`src/rtl/keypad_scanner_if.sv`:
```
// Keypad scanner bus: row sense lines in, column drive and key report out.
// "master" is the scanner side; "slave" is the keypad/consumer side.
interface keypad_scanner_if;
  logic [3:0] key_row;
  logic [3:0] key_col;
  logic [3:0] keypadBuf;
  logic       key_valid;
  logic       key_held;

  modport master (
    input  key_row,
    output key_col,
    output keypadBuf,
    output key_valid,
    output key_held
  );

  modport slave (
    output key_row,
    input  key_col,
    input  keypadBuf,
    input  key_valid,
    input  key_held
  );
endinterface

```
`src/rtl/keypad_scanner.sv`:
```
// 4x4 matrix keypad scanner: walks one active-low column at a time, debounces
// press and release on the synchronized rows, and reports the key code.
module keypad_scanner #(
  parameter int unsigned SCAN_HOLD    = 4,
  parameter int unsigned DEBOUNCE_CNT = 8
) (
  input logic               div_clk,
  input logic               rst,
  keypad_scanner_if.master  kp_if
);

  typedef enum logic [1:0] {
    SCAN         = 2'd0,
    DEBOUNCE     = 2'd1,
    WAIT_RELEASE = 2'd2
  } state_e;

  localparam logic [3:0] HOLD_LAST = 4'(SCAN_HOLD - 1);
  localparam logic [7:0] DEB_LAST  = 8'(DEBOUNCE_CNT - 1);

  state_e     state_q, state_d;
  logic [1:0] col_q, col_d;
  logic [3:0] hcnt_q, hcnt_d;
  logic [7:0] dcnt_q, dcnt_d;
  logic [3:0] row_pat_q, row_pat_d;
  logic [3:0] sync1_q, rs_q;
  logic [3:0] key_col_q, key_col_d;
  logic [3:0] buf_q, buf_d;
  logic       valid_q, valid_d;
  logic       held_q, held_d;

  // Lowest-numbered low row wins when several rows are pressed together.
  function automatic logic [1:0] lowest_zero(input logic [3:0] pat);
    logic [1:0] idx;
    if (!pat[0]) begin
      idx = 2'd0;
    end else if (!pat[1]) begin
      idx = 2'd1;
    end else if (!pat[2]) begin
      idx = 2'd2;
    end else begin
      idx = 2'd3;
    end
    return idx;
  endfunction

  // Two-flop synchronizer for the asynchronous row lines.
  always_ff @(posedge div_clk) begin
    if (!rst) begin
      sync1_q <= 4'hF;
      rs_q    <= 4'hF;
    end else begin
      sync1_q <= kp_if.key_row;
      rs_q    <= sync1_q;
    end
  end

  // Next-state logic for the scan / debounce / release controller.
  always_comb begin
    state_d   = state_q;
    col_d     = col_q;
    hcnt_d    = hcnt_q;
    dcnt_d    = dcnt_q;
    row_pat_d = row_pat_q;
    buf_d     = buf_q;
    valid_d   = 1'b0;
    case (state_q)
      SCAN: begin
        if (hcnt_q == HOLD_LAST) begin
          hcnt_d = 4'd0;
          if (rs_q == 4'hF) begin
            col_d = col_q + 2'd1;
          end else begin
            row_pat_d = rs_q;
            dcnt_d    = 8'd0;
            state_d   = DEBOUNCE;
          end
        end else begin
          hcnt_d = hcnt_q + 4'd1;
        end
      end
      DEBOUNCE: begin
        if (rs_q != row_pat_q) begin
          hcnt_d  = 4'd0;
          state_d = SCAN;
        end else if (dcnt_q == DEB_LAST) begin
          buf_d   = {lowest_zero(row_pat_q), col_q};
          valid_d = 1'b1;
          dcnt_d  = 8'd0;
          state_d = WAIT_RELEASE;
        end else begin
          dcnt_d = dcnt_q + 8'd1;
        end
      end
      WAIT_RELEASE: begin
        // Any low row during release restarts the stability count.
        if (rs_q != 4'hF) begin
          dcnt_d = 8'd0;
        end else if (dcnt_q == DEB_LAST) begin
          dcnt_d  = 8'd0;
          hcnt_d  = 4'd0;
          col_d   = col_q + 2'd1;
          state_d = SCAN;
        end else begin
          dcnt_d = dcnt_q + 8'd1;
        end
      end
      default: begin
        hcnt_d  = 4'd0;
        dcnt_d  = 8'd0;
        col_d   = 2'd0;
        state_d = SCAN;
      end
    endcase
    key_col_d = ~(4'b0001 << col_d);
    held_d    = (state_d == WAIT_RELEASE);
  end

  // Controller state and registered outputs.
  always_ff @(posedge div_clk) begin
    if (!rst) begin
      state_q   <= SCAN;
      col_q     <= 2'd0;
      hcnt_q    <= 4'd0;
      dcnt_q    <= 8'd0;
      row_pat_q <= 4'hF;
      key_col_q <= 4'b1110;
      buf_q     <= 4'h0;
      valid_q   <= 1'b0;
      held_q    <= 1'b0;
    end else begin
      state_q   <= state_d;
      col_q     <= col_d;
      hcnt_q    <= hcnt_d;
      dcnt_q    <= dcnt_d;
      row_pat_q <= row_pat_d;
      key_col_q <= key_col_d;
      buf_q     <= buf_d;
      valid_q   <= valid_d;
      held_q    <= held_d;
    end
  end

  assign kp_if.key_col   = key_col_q;
  assign kp_if.keypadBuf = buf_q;
  assign kp_if.key_valid = valid_q;
  assign kp_if.key_held  = held_q;

endmodule

```
`src/flat_wrapper.sv`:
```
// flat-port wrapper written by rule: the top's interface ports become plain ports
module keypad_scanner_flat 
#(
  parameter int unsigned SCAN_HOLD    = 4,
  parameter int unsigned DEBOUNCE_CNT = 8
)
  (div_clk, rst, kp_if_key_row, kp_if_key_col, kp_if_keypadBuf, kp_if_key_valid, kp_if_key_held);
  keypad_scanner_if kp_if_i ();
  input logic div_clk;
  input logic rst;
  input wire logic [$bits(kp_if_i.key_row)-1:0] kp_if_key_row;
  output wire logic [$bits(kp_if_i.key_col)-1:0] kp_if_key_col;
  output wire logic [$bits(kp_if_i.keypadBuf)-1:0] kp_if_keypadBuf;
  output wire logic [$bits(kp_if_i.key_valid)-1:0] kp_if_key_valid;
  output wire logic [$bits(kp_if_i.key_held)-1:0] kp_if_key_held;
  assign kp_if_i.key_row = kp_if_key_row;
  assign kp_if_key_col = kp_if_i.key_col;
  assign kp_if_keypadBuf = kp_if_i.keypadBuf;
  assign kp_if_key_valid = kp_if_i.key_valid;
  assign kp_if_key_held = kp_if_i.key_held;
  keypad_scanner #(.SCAN_HOLD(SCAN_HOLD), .DEBOUNCE_CNT(DEBOUNCE_CNT)) u_core (.div_clk(div_clk), .rst(rst), .kp_if(kp_if_i));
endmodule
```
`config.mk`:
```
export PLATFORM = sky130hd
export DESIGN_NAME = keypad_scanner_flat
export DESIGN_NICKNAME = d
export VERILOG_FILES = /design/src/rtl/keypad_scanner_if.sv /design/src/rtl/keypad_scanner.sv /design/src/flat_wrapper.sv
export SDC_FILE = /design/constraint.sdc
export NUM_CORES = 1
export LEC_CHECK = 0
export CAP_MARGIN = 20
export CORE_MARGIN = 4
export CORE_UTILIZATION = 40
export CTS_CLUSTER_SIZE = 14
export DETAILED_ROUTE_END_ITERATION = 16
export PLACE_DENSITY = 0.67
export SETUP_SLACK_MARGIN = 0.15
export SYNTH_ARGS = -nofsm -noshare
export SYNTH_HDL_FRONTEND = slang
export SYNTH_SLANG_ARGS = --single-unit
```
`constraint.sdc`:
```
create_clock -name div_clk -period 2.3 [get_ports div_clk]
set_input_delay 0.46 -clock div_clk [delete_from_list [all_inputs] [get_ports div_clk]]
set_output_delay 0.46 -clock div_clk [all_outputs]
set_load 0.01 [all_outputs]
```
==> impl_metrics.yaml <==
run:
  maxCapViolations: 0
drt:
  dr.pass1.iters: 4
  wl_per_cell_um: 12.8
  final_antenna_net_count: 0
  drt_iter0_drc: 72
  routed-via-count: 1329
  drc: 0
  routed_via_density: 5.15
  drt-total-wl_um: 3300
worst_setup_path:
  start_kind: "register"
  cp.required_ns: 2.47
  endpoint_kind: "register"
  cp_max_fo: 4
  reg2reg_to: "u_core.kp_if.key_col[1]"
  criticalPathCategory: "reg -> reg"
  cp-startpoint: "u_core.dcnt_q[0]"
  crit_arrival_ns: 2.13
  r2r_setup_slack_ns: 0.34
  rr_worst_depth: 6
  r2r-start: "u_core.dcnt_q[0]"
timing:
  drv_slew: 0
  setup_ws_ns: 0.341
  rsz0062_at_grt: "no"
  tns_ns: 0
  fin_skew_ns: 0.00285
  fmax_ghz: 0.511
  hold_viol_final: 0
  slew_headroom_pct: 60.2
  period_needed_ns: 1.96
  period_share_pct: 85.2
  setup-violations-final: 0
  worstMarginPinSlew_ns: 0.595
placed_design:
  place.gp.congestion: 0.807
  dpl_cell_area_mm2: 0.00202
  dpl.hpwl_um: 2430
  pre_cts_ws_ns: 0.345
  port-buffer-count: 15
clock_tree:
  cts_inserted_buffers: 5
  cts_hold_buf: 0
  h-tree-depth: 2
  cts_tree: "done"
  clkSlewWorstSetupHoldPaths_ns: 0.07
  cts_buffer_depth: 2
  clock_sinks: 38
  clk_latency_ns: 0.29
  cts_root_buf: "clkbuf_8"
cells_and_area:
  syn_to_final_growth_pct: 17.5
  multi_input_area_um2: 991
  final_cell_mix: "dfxtp_1 (38), nand2_1 (16), clkdlybuf4s50_1 (15)"
  regArea_um2: 761
  layout.nets: 217
  design_area_mm2: 0.00214
  final_common_cell: "dfxtp_1"
  fill_cells: 419
  fin_util_pct: 48.7
  antenna_cells: 0
  drive_gt1_share_pct: 15.0
synthesis:
  async_flop_share_pct: 0
  syn_avg_cell_area_um2: 9.73
  yosysSeqAreaShare_pct: 41.8
  synth_edf_count: 0
  syn_area_mm2: 0.00182
  ys_ff_latch: 38
  synth_cell_types: 53
  synth-main-ff-cell: "dfxtp_1"
  syn_inst: 187
  synth_fp_nets: 199
  yosysWarningCount: 0
power_and_ir_drop:
  peakVddDrop_mv: 0.298
  total_leakage_power_nw: 0.833
  total_power_w: 0.00136
  p_per_area_mw_per_mm2: 637
min_path:
  hp-class: "reg -> reg"
  min_delay_path_depth: 1
  hp-start: "u_core.sync1_q[2]"
  worstHoldEndpoint: "u_core.rs_q[2]"
floorplanning:
  die_y_um: 75.4
  io_pins: 16
  start_util_pct: 41.5
  core-area_mm2: 0.00438
  die_w_um: 75.4
  rows: 24
  dieArea_mm2: 0.00569
status:
  status: "complete, no violations"
global_route:
  grt_max_degree: 20
  grt_pass1_vias: 1235
  track_usage_pct: 13.3
  antenna_found_initial: 0
  grt_overflow: 0
  grt_pass1_wl_um: 5800
[state kept, by name, indices dropped and copies added, names as in the netlist, 4 cells and up]
register	flops
u_core.dcnt_q	8
u_core.kp_if.keypadBuf	4
u_core.rs_q	4
u_core.hcnt_q	4
u_core.row_pat_q	4
u_core.sync1_q	4
u_core.kp_if.key_col	4
[per-stage QoR]
stage / cells / hold WS, ns
3_5_place_dp: 250 / 0.395
6_report: 258 / 0.408
3_3_place_gp: 250 / 0.390
2_1_floorplan: 187 / 0.386
4_1_cts: 258 / 0.413
5_1_grt: 258 / 0.431
[critical path, stage by stage, from the launching register on]
cell and delay (ns):
dfxtp_1 0.38, ha_1 0.22, and4bb_1 0.27, nand2_1 0.10, o311a_2 0.35, a22o_1 0.22
or3_1 0.30
[timing repair]
item | in CTS | in global routing
buffers inserted | 0 | 0
endpoints found under the setup margin | 0 | 1
gates resized for setup | 0 | 1
[synthesized netlist by cell type (4+ instances only)]
library cell / instances / area (µm²)
mux2i_1: 6 / 60.1
xor2_1: 10 / 87.6
inv_1: 8 / 30.0
nor2_1: 9 / 33.8
a21boi_0: 4 / 30.0
nand2b_1: 10 / 62.6
ha_1: 6 / 75.1
a21oi_1: 5 / 25.0
dfxtp_1: 38 / 761
nand3_1: 11 / 55.1
nand2_1: 16 / 60.1
[how the worst max path moves through the flow]
stage                         endpoint  cells past startpoint
2_1_floorplan  u_core.kp_if.key_col[1]                      6
3_3_place_gp   u_core.kp_if.key_col[1]                      6
3_5_place_dp   u_core.kp_if.key_col[3]                      5
4_1_cts        u_core.kp_if.key_col[3]                      6
5_1_grt        u_core.kp_if.key_col[1]                      6
6_report       u_core.kp_if.key_col[1]                      6
[power by group]
group | internal (W) | switching (W) | total, W
clock | 0.000302 | 0.000220 | 0.000523
sequential | 0.000679 | 0.0000169 | 0.000696
combinational | 0.0000638 | 0.0000781 | 0.000142
[layer usage]
layer	vias up	track usage [%]	wire [µm]
li1	693	-	-
met1	610	17.8	1680
met2	22	20.1	1440
met3	4	4.35	130
met4	0	4.66	45
met5	-	0	0
[final cells by class]
type                    count  share of cell area, %
well taps                  52                   3.04
repair buffers             19                   8.43
inverters                   8                   1.41
multi-input cells         133                   46.4
clock buffers               8                   5.15
flip-flops and latches     38                   35.6
[cell families after synthesis]
logic type	count (synthesis)	share of synthesized area (%)
muxes	6	3.30
xor gates and xnor gates	11	5.30
AOI/OAI and AO/OA	33	15.7
DFF	38	41.8
and+or+nand+nor	77	25.7
adders and majority gates	6	4.13
buffers and inverters	16	3.99
Power figures use the tool's default switching activity.
